### src/rtl/fetch_pkg.sv
// fetch_pkg: shared types and constants for the fetch front end.
package fetch_pkg;

   // One queued fetch result: the PC it was fetched from and the instruction word.
   typedef struct packed {
      logic [31:0] pc;
      logic [31:0] instr;
   } iq_entry_t;

   // IDLE: nothing outstanding. WAIT: response kept. WAIT_DROP: response discarded.
   typedef enum logic [1:0] {
      IDLE      = 2'd0,
      WAIT      = 2'd1,
      WAIT_DROP = 2'd2
   } fetch_state_t;

   localparam logic [3:0] FETCH_RMASK = 4'hF;

   // Saturating increment for 32-bit event counters.
   function automatic logic [31:0] sat_inc(input logic [31:0] v);
      return (v == 32'hFFFF_FFFF) ? v : v + 32'd1;
   endfunction

endpackage

### src/rtl/fetch_queue.sv
// fetch_queue: circular FIFO of fetched instructions; flush beats push and pop.
module fetch_queue
   import fetch_pkg::*;
#(
   parameter int unsigned DEPTH = 8,
   localparam int unsigned PTR_W = $clog2(DEPTH)
) (
   input  logic             clk,
   input  logic             rst,
   input  logic             flush,
   input  logic             push,
   input  iq_entry_t        push_data,
   input  logic             pop,
   output logic             valid,
   output iq_entry_t        head,
   output logic [PTR_W:0]   count
);

   iq_entry_t        mem_q [DEPTH];
   logic [PTR_W-1:0] wr_ptr_q, rd_ptr_q;
   logic [PTR_W:0]   count_q, count_d;
   logic             full, push_ok, pop_ok;

   // Qualify push/pop against occupancy so the pointers can never pass each other.
   always_comb begin
      full    = (count_q == (PTR_W+1)'(DEPTH));
      push_ok = push && !full;
      pop_ok  = pop && (count_q != '0);
      count_d = count_q + (PTR_W+1)'(push_ok) - (PTR_W+1)'(pop_ok);
      valid   = (count_q != '0);
      head    = mem_q[rd_ptr_q];
      count   = count_q;
   end

   // Pointer and occupancy state; pointers wrap naturally at DEPTH.
   always_ff @(posedge clk) begin
      if (rst || flush) begin
         wr_ptr_q <= '0;
         rd_ptr_q <= '0;
         count_q  <= '0;
      end else begin
         if (push_ok) wr_ptr_q <= wr_ptr_q + 1'b1;
         if (pop_ok)  rd_ptr_q <= rd_ptr_q + 1'b1;
         count_q <= count_d;
      end
   end

   // Entry storage; contents are meaningless outside the valid window so no reset.
   always_ff @(posedge clk) begin
      if (push_ok && !flush) mem_q[wr_ptr_q] <= push_data;
   end

endmodule

### src/rtl/fetch_stage.sv
// fetch_stage: sequential-PC fetch with one outstanding icache request and an
// instruction queue for decode. Optional perf counters: define FETCH_PERF_CNT_EN.
module fetch_stage
   import fetch_pkg::*;
#(
   parameter int unsigned IQ_DEPTH = 8,
   parameter logic [31:0] RESET_PC = 32'h1ECE_B000
) (
   input  logic        clk,
   input  logic        rst,
   input  logic        redirect_valid,
   input  logic [31:0] redirect_pc,
   output logic [31:0] cpu_ufp_addr,
   output logic [3:0]  cpu_ufp_rmask,
   input  logic [31:0] ufp_rdata,
   input  logic        ufp_resp,
   output logic        deq_valid,
   input  logic        deq_ready,
   output logic [31:0] deq_instr,
   output logic [31:0] deq_pc
`ifdef FETCH_PERF_CNT_EN
   ,
   output logic [31:0] perf_req_cnt,
   output logic [31:0] perf_full_cnt,
   output logic [31:0] perf_drop_cnt
`endif
);

   localparam int unsigned PTR_W = $clog2(IQ_DEPTH);

   fetch_state_t   state_q, state_d;
   logic [31:0]    fetch_pc_q, fetch_pc_d;
   logic [31:0]    pend_pc_q, pend_pc_d;
   logic [PTR_W:0] iq_count;
   iq_entry_t      iq_head, push_data;
   logic           push, pop, drop, issue, room, iq_valid;

   // Request/enqueue decisions. Pop is left out of the room check so deq_ready
   // has no combinational path to the request.
   always_comb begin
      push      = ufp_resp && (state_q == WAIT) && !redirect_valid;
      drop      = ufp_resp && ((state_q == WAIT_DROP) || ((state_q == WAIT) && redirect_valid));
      room      = (32'(iq_count) + 32'(push)) < IQ_DEPTH;
      issue     = !rst && ((state_q == IDLE) || ufp_resp) && !redirect_valid && room;
      pop       = iq_valid && deq_ready;
      push_data = '{pc: pend_pc_q, instr: ufp_rdata};
      cpu_ufp_rmask = issue ? FETCH_RMASK : 4'h0;
      cpu_ufp_addr  = issue ? fetch_pc_q : 32'h0;
      deq_valid = iq_valid;
      deq_instr = iq_head.instr;
      deq_pc    = iq_head.pc;
   end

   // Next state and PC registers; redirect takes priority over everything else.
   always_comb begin
      state_d    = state_q;
      fetch_pc_d = fetch_pc_q;
      pend_pc_d  = pend_pc_q;
      if (redirect_valid) begin
         fetch_pc_d = {redirect_pc[31:2], 2'b00};
         case (state_q)
            WAIT, WAIT_DROP: state_d = ufp_resp ? IDLE : WAIT_DROP;
            default:         state_d = IDLE;
         endcase
      end else if (issue) begin
         fetch_pc_d = fetch_pc_q + 32'd4;
         pend_pc_d  = fetch_pc_q;
         state_d    = WAIT;
      end else if (ufp_resp && (state_q != IDLE)) begin
         state_d = IDLE;
      end
   end

   // FSM and PC state; a response arriving in IDLE falls through untouched.
   always_ff @(posedge clk) begin
      if (rst) begin
         state_q    <= IDLE;
         fetch_pc_q <= RESET_PC;
         pend_pc_q  <= '0;
      end else begin
         state_q    <= state_d;
         fetch_pc_q <= fetch_pc_d;
         pend_pc_q  <= pend_pc_d;
      end
   end

   fetch_queue #(
      .DEPTH (IQ_DEPTH)
   ) u_queue (
      .clk       (clk),
      .rst       (rst),
      .flush     (redirect_valid),
      .push      (push),
      .push_data (push_data),
      .pop       (pop),
      .valid     (iq_valid),
      .head      (iq_head),
      .count     (iq_count)
   );

`ifdef FETCH_PERF_CNT_EN
   logic full_stall;

   // Cycles where the fetcher is free but the queue alone blocks the request.
   always_comb begin
      full_stall = (state_q == IDLE) && !redirect_valid && !room;
   end

   // Saturating event counters.
   always_ff @(posedge clk) begin
      if (rst) begin
         perf_req_cnt  <= '0;
         perf_full_cnt <= '0;
         perf_drop_cnt <= '0;
      end else begin
         if (issue)      perf_req_cnt  <= sat_inc(perf_req_cnt);
         if (full_stall) perf_full_cnt <= sat_inc(perf_full_cnt);
         if (drop)       perf_drop_cnt <= sat_inc(perf_drop_cnt);
      end
   end
`else
   logic unused_drop;
   always_comb unused_drop = drop;
`endif

endmodule
### config.mk
export PLATFORM = sky130hd
export DESIGN_NAME = fetch_stage
export DESIGN_NICKNAME = d
export VERILOG_FILES = /design/src/rtl/fetch_pkg.sv /design/src/rtl/fetch_queue.sv /design/src/rtl/fetch_stage.sv
export SDC_FILE = /design/constraint.sdc
export NUM_CORES = 1
export LEC_CHECK = 0
export CORE_MARGIN = 3
export CORE_UTILIZATION = 50
export CTS_CLUSTER_SIZE = 20
export DETAILED_ROUTE_END_ITERATION = 8
export GPL_ROUTABILITY_DRIVEN = 1
export PLACE_DENSITY_LB_ADDON = 0.2
export SLEW_MARGIN = 20
export SYNTH_ARGS = -nofsm -noshare
export SYNTH_HDL_FRONTEND = slang
export SYNTH_SLANG_ARGS = --single-unit
### constraint.sdc
create_clock -name clk -period 6.48 [get_ports clk]
set_input_delay 1.296 -clock clk [delete_from_list [all_inputs] [get_ports clk]]
set_output_delay 1.296 -clock clk [all_outputs]
set_load 0.03 [all_outputs]
==> flow_metrics.tcl <==
set metrics [dict create \
    run_status "finished, final reports clean" \
    crit_fanout 47 \
    synth.mux.area_fraction 0.158 \
    router_iterations_before_antenna_repair 5 \
    die_y_um 218 \
    rsz0062_at_grt "false" \
    tightest_hold_margin_ns 0.470 \
    post_cts_buffers 0 \
    postSynth.topFlopCell "sky130_fd_sc_hd__edfxtp_1" \
    site_row_count 76 \
    placed_cell_area_um2 24800 \
    worst_r2r_path_depth 6 \
    timing.reg2reg.setup_slack_ns 3.43 \
    static_leakage_nw 8.72 \
    htreeDepth 2 \
    synth_edf_count 496 \
    finalCoreUtilization 0.609 \
    ctsHoldBuffers 0 \
    synth_area_in_compound_gates 0.0303 \
    die_area_um2 47400 \
    timing.final.crit_share 0.796 \
    final_nets 1488 \
    seq_total_area_yosys 0.732 \
    totalNegativeSetupSlack_ns 0 \
    globalRouteOverflowTotal 0 \
    worst_slack_ns 1.32 \
    drc 0 \
    post_cts.resized_instances 0 \
    gp_routability_congestion 0.842 \
    grt_start_max_net_pins 69 \
    combinational_family_with_the_most_area_after_synthesis "multiplexers" \
    syn_area_per_cell_um2 18.3 \
    worst_vdd_drop_uv 195 \
    worst_hold_path_startpoint "u_queue.rd_ptr_q[1]" \
    min_path_cells 2 \
    post_drt_wl_per_cell_um 23.3 \
    core_region_area_um2 43600 \
    timing.final.max_slew_violations 0 \
    grt_pass1_vias 12276 \
    postLayoutCellArea_um2 26600 \
    clkLatencyLatePin_ns 0.59 \
    maxCapViolCount 0 \
    grt.total_usage 0.205 \
    report.final.setup_viol 0 \
    routed-via-count 11701 \
    number_of_buffers_created_by_cts 56 \
    power_per_cell_area_nw_per_um2 314 \
    final-seq-area_um2 16400 \
    tightestPinTransition_ns 1.11 \
    crit_type "in2out" \
    placement.setup.worst_slack_ns 1.36 \
    startpoint "redirect_valid" \
    dr.first_iter.drc_count 960 \
    number_of_buffers_between_clock_root_and_the_deepest_sink 3 \
    layout-area-overhead-vs-synth_pct 18.8 \
    cts_tree "built" \
    postRouteAntennaNets 0 \
    critPathArrivalTime_ns 3.86 \
    required_ns 5.18 \
    share_of_cells_above_drive_strength_1 0.243 \
    final_cell_count_no_fill 2031 \
    post_drt_via_cell_ratio 5.76 \
    fill_cells 3131 \
    end_kind "output port" \
    synth.area.top_cells "sky130_fd_sc_hd__edfxtp_1 (67%), sky130_fd_sc_hd__mux4_2 (12%), sky130_fd_sc_hd__dfxtp_1 (6.7%)" \
    timing.clock.skew_ns 0.0151 \
    grt_first_pass_wirelength_um 73800 \
    netlist.area_leader.share 0.665 \
    post_synth_xor_area_fraction 0.00313 \
    yosysWarningCount 0 \
    yosys.area_share.simple 0.0452 \
    placed_cells_incl_taps 1932 \
    synth_area_leader_cell "sky130_fd_sc_hd__edfxtp_1" \
    async_reset_ff_frac 0 \
    clkTransAtPathRegs_ns 0.06 \
    grt_antenna_before_repair 3 \
    floorplan.initialDensity 0.513 \
    clock_sinks 571 \
    synthesis.area_um2 22400 \
    port_buffers 163 \
    achievable-frequency_mhz 194 \
    clock_tree.root_cell "sky130_fd_sc_hd__clkbuf_16" \
    multiInputGateArea_um2 5560 \
    min_path_type "reg2reg" \
    finalHoldViolations 0 \
    cp-start-kind "primary input" \
    distinct_cells_synth 58 \
    synth-adder-area-share 0.00816 \
    period_needed_ns 5.16 \
    totalPowerFinal_mw 8.35 \
    drt-total-wl_um 47300 \
    io_pins 170 \
    register_bit_total_from_synthesis 571 \
    die_w_um 218 \
    synthCells 1221 \
    worstReg2RegEnd "u_queue.mem_q[2][28]" \
    place.detailed.hpwl_um 27300 \
    timing.slew.headroom 0.259 \
    critical_path.reg2reg.startpoint "state_q[0]" \
]
cell usage in the layout (no fill, tap or decap), types with 11 or more instances in the layout:
cell                              instances
sky130_fd_sc_hd__clkbuf_1                14
sky130_fd_sc_hd__mux4_2                 124
sky130_fd_sc_hd__nand4_1                 16
sky130_fd_sc_hd__buf_4                   51
sky130_fd_sc_hd__buf_12                  11
sky130_fd_sc_hd__inv_1                   52
sky130_fd_sc_hd__clkbuf_16               57
sky130_fd_sc_hd__nand2_1                104
sky130_fd_sc_hd__a21oi_1                 50
sky130_fd_sc_hd__clkdlybuf4s50_1        128
sky130_fd_sc_hd__nor2_1                  31
sky130_fd_sc_hd__dfxtp_1                 72
sky130_fd_sc_hd__mux2_2                  62
sky130_fd_sc_hd__edfxtp_1               496
sky130_fd_sc_hd__ha_1                    13
worst max-delay path by stage:
stage / to / slack [ns] / depth (start not counted)
floorplan: u_queue.mem_q[6][0] / 1.42 / 4
detailed placement: cpu_ufp_addr[8] / 1.36 / 9
finish: cpu_ufp_addr[8] / 1.32 / 9
CTS: cpu_ufp_addr[8] / 1.36 / 9
global placement: cpu_ufp_addr[8] / 1.41 / 9
global route: cpu_ufp_addr[8] / 1.15 / 9
cells by family (layout without fill, tap and decap cells):
group,Yosys count,in the layout
and+or+nand+nor,211,211
AOI/OAI and AO/OA,106,106
other,1,5
adders and majority gates,14,14
buffers and inverters,121,342
muxes,189,189
xor gates and xnor gates,8,8
DFF,571,571
state kept, by name, indices dropped and copies added (netlist names), named ones only:
register	cells
pend_pc_q	30
u_queue.wr_ptr_q	3
state_q	2
fetch_pc_q	30
u_queue.rd_ptr_q	3
u_queue.count	4
u_queue.mem_q	496
where the power goes:
group / total, mW / internal [mW] / switching [mW]
clock network: 3.19 / 1.89 / 1.30
logic: 0.926 / 0.451 / 0.475
registers: 4.23 / 4.10 / 0.131
area by class of cell:
type	instances	area share
multi-input combinational	532	0.209
inverter	53	0.00748
clock inverter	26	0.0116
antenna	1	0.0000941
tap	585	0.0275
sequential	571	0.617
timing repair buffer	191	0.0710
clock buffer	72	0.0561
Yosys cell counts (all sizes together) (5+ instances only):
library cell,instances
nor2,38
dfxtp,75
inv,53
nand3,12
nand4,16
a21oi,51
ha,13
xor2,5
nand2,105
nand2b,5
o31a,7
nor4,5
o211ai,5
mux2,62
mux4,124
clkbuf,35
a31oi,8
edfxtp,496
nor3,12
o22ai,6
buf,33
worst max-delay path: stages:
cell and delay [ns]:
sky130_fd_sc_hd__clkdlybuf4s50_1 0.40, sky130_fd_sc_hd__buf_4 0.20, sky130_fd_sc_hd__nor2_1 0.30, sky130_fd_sc_hd__o2111a_2 0.37, sky130_fd_sc_hd__nand2_4 0.07, sky130_fd_sc_hd__inv_2 0.64
sky130_fd_sc_hd__nand2_1 0.20, sky130_fd_sc_hd__inv_1 0.23, sky130_fd_sc_hd__buf_12 0.15
routing by layer:
layer,wire length [um],vias to the layer above,track usage
met5,27,-,0
met1,20800,6034,0.297
met2,22800,397,0.329
met3,3080,62,0.0429
met4,656,4,0.0444
li1,-,5204,-
Power figures use the tool's default switching activity.
